$ cat config.mk
export PLATFORM = sky130hd
export DESIGN_NAME = gpio_rd_packetizer_flat
export DESIGN_NICKNAME = d
export VERILOG_FILES = /design/src/rtl/gpio_rd_packetizer_if.sv /design/src/rtl/gpio_rd_packetizer.sv /design/src/flat_wrapper.sv
export SDC_FILE = /design/constraint.sdc
export NUM_CORES = 1
export LEC_CHECK = 0
export CORE_MARGIN = 4
export CORE_UTILIZATION = 45
export DETAILED_ROUTE_END_ITERATION = 6
export PLACE_DENSITY = 0.83
export SLEW_MARGIN = 40
export SYNTH_ARGS = -nofsm -noshare
export SYNTH_HDL_FRONTEND = slang
export SYNTH_SLANG_ARGS = --single-unit
$ cat constraint.sdc
create_clock -name clk1 -period 1.94 [get_ports clk1]
set_clock_uncertainty 0.05 [all_clocks]
set_input_delay 0.388 -clock clk1 [delete_from_list [all_inputs] [get_ports clk1]]
set_output_delay 0.388 -clock clk1 [all_outputs]
set_load 0.02 [all_outputs]
$ cat src/rtl/gpio_rd_packetizer_if.sv
`default_nettype none
// ============================================================================
// gpio_rd_packetizer_if : read-FIFO and host return-channel bundle
// Rev 1.0
// ============================================================================
interface gpio_rd_packetizer_if #(
  parameter int GPIO_FIFO_WIDTH   = 8,
  parameter int DATA_PACKET_WIDTH = 51
);
  logic                         rd_gpio_f_empty;
  logic [GPIO_FIFO_WIDTH-1:0]   rd_gpio_fifo_data;
  logic                         rd_gpio_fifo_en;
  logic                         flush;
  logic [DATA_PACKET_WIDTH-1:0] pkt_data;
  logic                         pkt_valid;
  logic                         pkt_ready;

  modport slave (
    input  rd_gpio_f_empty, rd_gpio_fifo_data, flush, pkt_ready,
    output rd_gpio_fifo_en, pkt_data, pkt_valid
  );

  modport master (
    output rd_gpio_f_empty, rd_gpio_fifo_data, flush, pkt_ready,
    input  rd_gpio_fifo_en, pkt_data, pkt_valid
  );
endinterface
`default_nettype wire

$ cat src/rtl/gpio_rd_packetizer.sv
`default_nettype none
// ============================================================================
// gpio_rd_packetizer : packs GPIO read-FIFO bytes into 51-bit host packets
// Rev 1.0
// ============================================================================
module gpio_rd_packetizer #(
  parameter int         DATA_PACKET_WIDTH = 51,
  parameter int         GPIO_FIFO_WIDTH   = 8,
  parameter logic [2:0] PERIPH_ID         = 3'd1,
  parameter int         TIMEOUT_CYCLES    = 16
) (
  input  wire logic           clk1,
  input  wire logic           rst_n,
  gpio_rd_packetizer_if.slave bus
);
  localparam int         c_LANES     = 5;
  localparam int         c_LANE_BITS = c_LANES * GPIO_FIFO_WIDTH;
  localparam logic [2:0] c_FULL      = 3'd5;
  localparam logic [2:0] c_LAST      = 3'd4;
  localparam logic [7:0] c_IDLE_LAST = 8'(TIMEOUT_CYCLES - 1);

  typedef enum logic [1:0] {
    S_COLLECT = 2'd0,
    S_READ    = 2'd1,
    S_CAPT    = 2'd2,
    S_SEND    = 2'd3
  } state_t;

  state_t                 r_state;
  state_t                 w_next;
  logic [2:0]             r_count;
  logic [c_LANE_BITS-1:0] r_lanes;
  logic [7:0]             r_idle;
  logic                   w_has_data;
  logic                   w_send_req;

  // Available FIFO data outranks flush/timeout so a racing byte lands in this packet.
  assign w_has_data = !bus.rd_gpio_f_empty && (r_count < c_FULL);
  assign w_send_req = (r_count != 3'd0) && (bus.flush || (r_idle == c_IDLE_LAST));

  always_ff @(posedge clk1) begin
    if (!rst_n) begin
      r_state <= S_COLLECT;
    end else begin
      r_state <= w_next;
    end
  end

  always_comb begin
    w_next = r_state;
    case (r_state)
      S_COLLECT: begin
        if (w_has_data) begin
          w_next = S_READ;
        end else if (w_send_req) begin
          w_next = S_SEND;
        end
      end
      S_READ:  w_next = S_CAPT;
      S_CAPT:  w_next = (r_count == c_LAST) ? S_SEND : S_COLLECT;
      S_SEND:  w_next = bus.pkt_ready ? S_COLLECT : S_SEND;
      default: w_next = S_COLLECT;
    endcase
  end

  always_ff @(posedge clk1) begin
    if (!rst_n) begin
      r_count <= '0;
      r_lanes <= '0;
      r_idle  <= '0;
    end else begin
      case (r_state)
        S_COLLECT: begin
          if ((r_count != 3'd0) && bus.rd_gpio_f_empty && (r_idle != 8'hFF)) begin
            r_idle <= r_idle + 8'd1;
          end
        end
        S_CAPT: begin
          for (int k = 0; k < c_LANES; k++) begin
            if (r_count == 3'(k)) begin
              r_lanes[k*GPIO_FIFO_WIDTH +: GPIO_FIFO_WIDTH] <= bus.rd_gpio_fifo_data;
            end
          end
          r_count <= r_count + 3'd1;
          r_idle  <= '0;
        end
        S_SEND: begin
          r_idle <= '0;
          if (bus.pkt_ready) begin
            r_count <= '0;
            r_lanes <= '0;
          end
        end
        default: ;
      endcase
    end
  end

  // Packet bus reads as zero outside SEND so reset and idle show an all-zero bus.
  assign bus.rd_gpio_fifo_en = (r_state == S_READ);
  assign bus.pkt_valid       = (r_state == S_SEND);
  assign bus.pkt_data        = (r_state == S_SEND) ?
                               DATA_PACKET_WIDTH'({PERIPH_ID, 5'd0, r_count, r_lanes}) :
                               '0;
endmodule
`default_nettype wire

$ cat src/flat_wrapper.sv
// flat-port wrapper written by rule: the top's interface ports become plain ports
module gpio_rd_packetizer_flat 
#(
  parameter int         DATA_PACKET_WIDTH = 51,
  parameter int         GPIO_FIFO_WIDTH   = 8,
  parameter logic [2:0] PERIPH_ID         = 3'd1,
  parameter int         TIMEOUT_CYCLES    = 16
)
  (clk1, rst_n, bus_rd_gpio_f_empty, bus_rd_gpio_fifo_data, bus_flush, bus_pkt_ready, bus_rd_gpio_fifo_en, bus_pkt_data, bus_pkt_valid);
  gpio_rd_packetizer_if #(.GPIO_FIFO_WIDTH(GPIO_FIFO_WIDTH), .DATA_PACKET_WIDTH(DATA_PACKET_WIDTH)) bus_i ();
  input  wire logic clk1;
  input  wire logic rst_n;
  input wire logic [$bits(bus_i.rd_gpio_f_empty)-1:0] bus_rd_gpio_f_empty;
  input wire logic [$bits(bus_i.rd_gpio_fifo_data)-1:0] bus_rd_gpio_fifo_data;
  input wire logic [$bits(bus_i.flush)-1:0] bus_flush;
  input wire logic [$bits(bus_i.pkt_ready)-1:0] bus_pkt_ready;
  output wire logic [$bits(bus_i.rd_gpio_fifo_en)-1:0] bus_rd_gpio_fifo_en;
  output wire logic [$bits(bus_i.pkt_data)-1:0] bus_pkt_data;
  output wire logic [$bits(bus_i.pkt_valid)-1:0] bus_pkt_valid;
  assign bus_i.rd_gpio_f_empty = bus_rd_gpio_f_empty;
  assign bus_i.rd_gpio_fifo_data = bus_rd_gpio_fifo_data;
  assign bus_i.flush = bus_flush;
  assign bus_i.pkt_ready = bus_pkt_ready;
  assign bus_rd_gpio_fifo_en = bus_i.rd_gpio_fifo_en;
  assign bus_pkt_data = bus_i.pkt_data;
  assign bus_pkt_valid = bus_i.pkt_valid;
  gpio_rd_packetizer #(.DATA_PACKET_WIDTH(DATA_PACKET_WIDTH), .GPIO_FIFO_WIDTH(GPIO_FIFO_WIDTH), .PERIPH_ID(PERIPH_ID), .TIMEOUT_CYCLES(TIMEOUT_CYCLES)) u_core (.clk1(clk1), .rst_n(rst_n), .bus(bus_i));
endmodule
== Yosys cells after proc, flatten, opt, wreduce, memory -nomap -nowiden ==
Index checks and enable logic that the tools add are counted.

* Add/subtract/negate cells: 2
* Magnitude comparators: 1
* Equal/unequal tests: 17
* Multiplexer cells: 17
* Reduce and logical (&&, ||, !) cells: 19

{| class="wikitable"
|+ Operators by type and width
! operator !! count
|-
| case mux 40 bit (2 select lines) || 1
|-
| two-way mux 49 bit || 1
|-
| two-way mux 8 bit || 6
|-
| two-way mux 40 bit || 1
|-
| case mux 8 bit (2 select lines) || 1
|-
| AND reduction 3 bit || 5
|-
| != test 2 x 1 -> 1 bit, second input constant || 6
|-
| adder 8 x 1 -> 8 bit, second input constant || 1
|-
| equality test 8 x 4 -> 1 bit, second input constant || 1
|-
| two-way mux 2 bit || 4
|-
| != test 8 bit, second input constant || 1
|-
| case mux 2 bit (4 select lines) || 1
|-
| equality test 3 x 2 -> 1 bit, second input constant || 2
|-
| case mux 3 bit (2 select lines) || 1
|-
| equality test 2 bit, second input constant || 2
|-
| logical AND 1 bit || 4
|-
| AND reduction 2 bit || 2
|-
| nonzero test 2 bit || 2
|-
| adder 3 x 1 -> 3 bit, second input constant || 1
|-
| equality test 3 x 1 -> 1 bit, second input constant || 1
|-
| equality test 3 bit, second input constant || 1
|-
| logical NOT 3 bit || 1
|-
| < comparator 3 bit, second input constant || 1
|-
| two-way mux 3 bit || 1
|-
| 8 further kinds || 8
|}

* Flip-flop bits (word level): 53
* Output and inout bits: 53
* Word-level logic and storage cells: 64

== Depth between registers and ports, before layout ==
Gate-level depths: netlist of run 1.

* Word-level depth: 6
* Mapped depth: 7

== Worst setup path before layout of run 1 ==
No wires, ideal clock.

* Kind: flip-flop to flip-flop
* Start point: register u_core.r_count[0]
* End point: register u_core.r_idle[5]
* Setup time: 122 ps
* Data arrival time: 1638 ps
* Data required time: 1768 ps
* Slack: 131 ps
* Cell stages (with the launch flop): 8
* Buffers on the path: 1
* Period minus slack after synthesis: 1809 ps
* Cells stage by stage: dfxtp_1 inv_1 ha_1 or2b_4 o2111ai_2 and3b_1 buf_6 a221o_1

* Word-level cells in the longest chain between the ends: 5

{| class="wikitable"
|+ Ends and longest elaborated chain
! what !! RTL line !! text
|-
| start: declaration || gpio_rd_packetizer.sv:31 || <nowiki>logic [2:0] r_count;</nowiki>
|-
| start signal: assignment || gpio_rd_packetizer.sv:84 || <nowiki>r_count <= r_count + 3'd1;</nowiki>
|-
| nonzero test 3 bit || gpio_rd_packetizer.sv:74 || <nowiki>if ((r_count != 3'd0) && bus.rd_gpio_f_empty && (r_idle != 8'hFF)) begin</nowiki>
|-
| logical AND 1 bit (2 in series) || gpio_rd_packetizer.sv:74 ||
|-
| != test 2 x 1 -> 1 bit (no source line) || -- ||
|-
| AND reduction 2 bit (no source line) || -- ||
|-
| end signal: assignment || gpio_rd_packetizer.sv:75 || <nowiki>r_idle <= r_idle + 8'd1;</nowiki>
|-
| end: declaration || gpio_rd_packetizer.sv:33 || <nowiki>logic [7:0] r_idle;</nowiki>
|}

Every way passes these cells.
A chain may end at the register's enable or synchronous reset.

== Worst setup path in the final report of run 1 ==
* Start point: register u_core.r_state[0]
* End point: output port bus_pkt_data[30]

* Word-level cells in the longest chain between the ends: 2

{| class="wikitable"
|+ Ends and longest elaborated chain
! what !! RTL line !! text
|-
| start: declaration || gpio_rd_packetizer.sv:29 || <nowiki>state_t r_state;</nowiki>
|-
| start signal: assignment || gpio_rd_packetizer.sv:45 || <nowiki>r_state <= w_next;</nowiki>
|-
| equality test 2 bit || gpio_rd_packetizer.sv:102 || <nowiki>assign bus.pkt_data = (r_state == S_SEND) ?</nowiki>
|-
| two-way mux 49 bit || gpio_rd_packetizer.sv:102 ||
|-
| end: declaration || flat_wrapper.sv:18 || <nowiki>output wire logic [$bits(bus_i.pkt_data)-1:0] bus_pkt_data;</nowiki>
|}

Every way passes these cells.

==> results of run 1 <==
## power by group through the flow
stage / Sequential, W / Combinational (W) / Clock (W)
5_1_grt: 0.00117 / 0.000566 / 0.000726
4_1_cts: 0.00116 / 0.000513 / 0.000672
2_1_floorplan: 0.00118 / 0.000348 / 0
3_3_place_gp: 0.00118 / 0.000505 / 0
3_5_place_dp: 0.00118 / 0.000518 / 0
6_report: 0.00116 / 0.000521 / 0.000654
## final timing paths
path                                            to  cells after the start  slack [ns]
worst max-delay path              bus_pkt_data[30]                      3        0.07
worst min-delay path            u_core.r_lanes[17]                      2        0.48
worst max register to register    u_core.r_idle[5]                      6        0.14
worst min register to register  u_core.r_lanes[17]                      2        0.48
## state kept, by name (all words and copies together), names as in the netlist
signal and flops:
u_core.r_idle 8, u_core.r_state 2, u_core.r_lanes 40, u_core.r_count 3
## through the flow
step                      worst slack [ns]  TNS [ns]  total power [W]
after global routing               0.00350         0          0.00246
after floorplan                      0.131         0          0.00153
after global placement              0.0230         0          0.00169
after detailed placement           -0.0131   -0.0131          0.00170
final                               0.0727         0          0.00234
after CTS                           0.0309         0          0.00235
## cell families (layout without fill, tap and decap cells)
family | count (synthesis) | in the layout | synth area share (%)
adders and majority gates | 6 | 6 | 2.70
muxes | 35 | 35 | 12.6
DFF | 53 | 53 | 38.1
AOI/OAI and AO/OA | 31 | 31 | 10.0
buffers and inverters | 35 | 89 | 6.42
and+or+nand+nor | 135 | 135 | 29.7
other | 1 | 7 | 0.135
xor gates and xnor gates | 1 | 1 | 0.315
## metal layers
layer,vias up,share of wire [%]
li1,1136,-
met1,1074,46
met2,69,48
met3,7,4.5
met4,0,1.3
met5,-,0
## cells in the final DEF (no fill, tap or decap), drive strengths merged, types with 2 or more instances in the layout
cell	netlist	final
a211o	2	2
a211oi	2	2
a21oi	4	4
a221o	2	2
a22oi	8	8
and2	11	11
and3	41	41
buf	13	16
clkbuf	15	8
clkdlybuf4s15	0	5
clkdlybuf4s50	0	12
clkinv	0	2
conb	1	7
dfxtp	53	53
dlygate4sd2	0	39
ha	6	6
inv	7	7
mux2i	34	34
nand2	3	3
nand3	4	4
nand4	2	2
nor2	12	12
nor2b	46	46
nor3	2	2
nor3b	7	7
o21ai	6	6
## critical path: stages, from the launching register on
cell	delay, ns
dfxtp_2	0.38
buf_4	0.21
and3_1	0.19
dlygate4sd2_1	0.34
## area by class of cell
cell class / count / area share (%)
Multi-Input combinational cell: 215 / 44.2
Timing Repair Buffer: 74 / 19.9
Clock inverter: 2 / 0.387
Tap cell: 75 / 2.64
Inverter: 7 / 0.738
Sequential cell: 53 / 29.9
Clock buffer: 6 / 2.32
## what timing repair did
item,4_1_cts,5_1_grt
gates cloned,0,0
setup buffers,0,0
gates resized for setup,48,13
setup endpoints to repair,46,41
pin swaps,0,0
==> reports/results.ini, run 1 <==
[floorplan]
core_um2 = 5960
dieWidth_um = 86.7
die-area_um2 = 7510
num_rows = 28
die_h_um = 86.7
start_util_pct = 46.8
ioPinCount = 66

[power]
internal_power_w = 0.00165
p_sw_share_pct = 29.6
ir_drop_mv = 0.415
power.net_switching_w = 0.000692
power_frac_seq_pct = 49.8
clockPowerShare_pct = 28.0
power.leakage_nw = 1.85
pwr-share-comb_pct = 22.3
powerDensity_nw_per_um2 = 657

[global_routing]
grt.total_usage_pct = 18.5
grtUsageMet3_pct = 3.33
antenna_found_initial = 0
grt_max_degree = 34
grt_most_used_layer = met2
grt_use_met2_pct = 30.5
grt_remaining_overflow = 0
met1_usage_pct = 24.4
grt_pass1_vias = 2277
grt_pass1_wl_um = 11000

[logic_synthesis]
synth_cells = 297
yosys.area.top_type = dfxtp_1
syn_area_per_cell_um2 = 9.38
netlist_top_cells_area = dfxtp_1 (38%), mux2i_1 (12%), nor2b_1 (10%)
synth-edff-count = 0
async_reset_ff_share_pct = 0
ys.flop_type = dfxtp_1
synth_top_area_share_pct = 38.1
yosysMostFrequentCell = dfxtp_1
synth_seq_cells = 53
synth_area_um2 = 2790
synthTopCellsByCount = dfxtp_1 (53), nor2b_1 (46), and3_1 (41), mux2i_1 (34), clkbuf_1 (15)
seq_area_frac_synth_pct = 38.1
synth_cell_types = 43
ys_warn_count = 0

[critical_path]
startpoint = u_core.r_state[0]
worst-path-max-fanout = 18
r2r_start = u_core.r_count[1]
crit_required_ns = 1.50
worstPathArrival_ns = 1.43
crit_type = flip-flop to primary output
end_kind = primary output
startpoint_type = flip-flop

[timing]
setup_viol = 0
max_clock_freq_mhz = 536
min_period_over_period_pct = 96.3
period_needed_ns = 1.87
slew_violations = 0
finalHoldViolCount = 0
hold_ws_ns = 0.477
rsz0062_at_grt = false

[place]
place_hpwl_um = 4820
portBuffers = 58
dp.cells = 424
gp_congestion = 0.842
placedInstanceArea_um2 = 3510

[detailed_routing]
wl_um = 6670
firstDrtPassIters = 4
drcViolationCount = 0
dr.first_iter.drc_count = 134
viasPerCell = 5.29
wl_per_cell_um = 15.4
antenna_left = 0
via_count = 2286

[final_layout]
fill_cells = 537
antenna_cells = 0
drive_gt1_share_pct = 12.0
multi_input_area_um2 = 1570
nets = 375
syn_to_final_growth_pct = 27.9
layout.area.seq_um2 = 1060
instances_no_fill = 432
postLayoutCellArea_um2 = 3560
utilization_pct = 59.8

[clocking]
insertion_delay_ns = 0.30
cts_made_buffers = 5
hold_buffers = 0
clockBufferDepth = 2
h-tree-depth = 2
cts_sinks = 53
cts_root_buf = clkbuf_8
cts_tree = built
clkTransAtPathRegs_ns = 0.09

[hold_path]
min_from = u_core.r_lanes[17]
min_path_type = flip-flop to flip-flop

[job]
maxCapViolations = 0

[status]
outcome = complete, no violations

Note: power is estimated with default switching activity, not from simulation.
==> inputs of run 2 (changes only) <==
==> constraint.sdc (replaced) <==
create_clock -name clk1 -period 1.94 [get_ports clk1]
set_clock_uncertainty 0.05 [all_clocks]
set_input_delay 0.388 -clock clk1 [delete_from_list [all_inputs] [get_ports clk1]]
set_output_delay 0.388 -clock clk1 [all_outputs]
set_load 0.01 [all_outputs]
==> run 2 against run 1 <==
First-iteration DRC count fell by 16%. Combinational power fell by 4%. Utilization rose by 0.88 points. Sequential power barely moved. Cell area rose by 1.5%. Hold slack got worse by 0.0049 ns. Global-route usage fell by 0.73 points. Setup slack improved by 0.082 ns. Cell count did not move. Critical path depth rose by 2. Via count fell by 1.7%.
==> reports/results.ini, run 2 (synthesized netlist as in run 1, its figures left out) <==
[final_layout]
final_common_cell = dfxtp_1
multi_input_area_um2 = 1580
drive_gt1_share_pct = 11.5
top_regs = u_core.r_lanes: 40 flops, u_core.r_idle: 8 flops, u_core.r_count: 3 flops
postLayoutCellArea_um2 = 3610
largest_register_ffs = 40
fill_cells = 551
largest_register = u_core.r_lanes
nets = 375
final_cell_mix = dfxtp_1 (50), nor2b_1 (46), dlygate4sd2_1 (42)
syn_to_final_growth_pct = 29.7
antenna_cells = 0
layout.area.seq_um2 = 1070

[global_routing]
antenna_found_initial = 0
grt_pass1_wl_um = 10700
grt_remaining_overflow = 0
grt.total_usage_pct = 17.8
grt_max_degree = 37
grt_pass1_vias = 2293

[clocking]
cts_sinks = 53
cts_made_buffers = 5
clockBufferDepth = 2
cts_tree = built
clkTransAtPathRegs_ns = 0.10
hold_buffers = 0
insertion_delay_ns = 0.30
h-tree-depth = 2
cts_root_buf = clkbuf_8

[place]
gp_congestion = 0.778
portBuffers = 58
place_hpwl_um = 4590
placedInstanceArea_um2 = 3520

[power]
power.leakage_nw = 1.95
powerDensity_nw_per_um2 = 667
ir_drop_mv = 0.316

[detailed_routing]
via_count = 2247
dr.first_iter.drc_count = 112
wl_per_cell_um = 14.5
firstDrtPassIters = 4
viasPerCell = 5.20
antenna_left = 0
drcViolationCount = 0
wl_um = 6280

[critical_path]
end_kind = flip-flop
crit_type = flip-flop to flip-flop
worstPathArrival_ns = 1.93
worstReg2RegEnd = u_core.r_idle[6]
startpoint = u_core.r_idle[0]
worst-path-max-fanout = 6
crit_required_ns = 2.08
reg2reg_depth = 5
reg2reg_slack_ns = 0.15
startpoint_type = flip-flop
r2r_start = u_core.r_idle[0]

[floorplan]
dieWidth_um = 86.7
die-area_um2 = 7510
num_rows = 28
die_h_um = 86.7
start_util_pct = 46.8
core_um2 = 5960
ioPinCount = 66

[timing]
fin_setup_tns_ns = 0
period_needed_ns = 1.79
max_clock_freq_mhz = 560
finalHoldViolCount = 0
tightestPinTransition_ns = 0.536
slew_violations = 0
rsz0062_at_grt = false
min_period_over_period_pct = 92.0
setup_viol = 0
relSlewSlack_pct = 63.4

[job]
maxCapViolations = 0

[hold_path]
min_path_type = flip-flop to flip-flop
hold_depth = 2
min_from = u_core.r_lanes[29]
min_to = u_core.r_lanes[29]

[status]
outcome = complete, no violations

run 2: cell count changes in the layout (fill, tap and decap cells not counted), moves of 2 or more:
cell             delta
clkbuf_2            -2
dlymetal6s2s_1      +4
dfxtp_4             +2
dlygate4sd2_1       +3
clkdlybuf4s15_1     -5
run 2: worst max-delay path by stage:
| stage | endpoint | cells after the start |
|---|---|---|
| 2_1_floorplan | u_core.r_idle[5] | 7 |
| 3_3_place_gp | u_core.r_lanes[31] | 6 |
| 3_5_place_dp | u_core.r_lanes[14] | 6 |
| 4_1_cts | bus_pkt_data[40] | 4 |
| 5_1_grt | u_core.r_idle[6] | 6 |
| 6_report | u_core.r_idle[6] | 5 |
run 2: power breakdown:
part / internal (W) / total [W] / switching [W]
clock network: 0.000388 / 0.000740 / 0.000352
logic: 0.000235 / 0.000502 / 0.000268
registers: 0.00113 / 0.00117 / 0.0000358
total: 0.00176 / 0.00241 / 0.000655
run 2: worst max-delay path, stage by stage (launching register included):
cell	delay, ns
dfxtp_1	0.36
ha_1	0.27
nand3_1	0.19
o2111ai_2	0.17
and3b_1	0.28
a221o_1	0.36
run 2: what timing repair did:
item                                    in CTS  in global routing
endpoints found under the setup margin      46                  4
buffers inserted                             0                  0
resized for setup                           51                  4
run 2: per-stage QoR:
stage	utilization (%)	setup slack [ns]	total power (W)	hold WS [ns]	cells
after floorplan	-	0.131	0.00151	0.428	303
after global placement	59.2	0.0220	0.00168	0.443	424
after detailed placement	59.2	-0.0123	0.00169	0.450	424
after CTS	60.5	0.0373	0.00243	0.477	432
after global routing	60.7	0.0589	0.00253	0.508	432
final	60.7	0.155	0.00241	0.472	432
run 2: per-layer routing:
metal  wire length, um  part of all wire (%)  track usage (%)  vias up
met1              2960                    47             23.7     1035
met4               116                   1.8             5.24        0
met3               366                   5.8             4.09        9
met2              2840                    45             28.6       67
met5                 0                     0                0        -
li1                  -                     -                -     1136
run 2: final cells by class:
cell class / instances / area share, %
inverters: 7 / 0.727
flip-flops and latches: 53 / 29.6
well taps: 75 / 2.60
clock inverters: 2 / 1.07
clock buffers: 6 / 2.01
multi-input cells: 215 / 43.6
repair buffers: 74 / 20.4
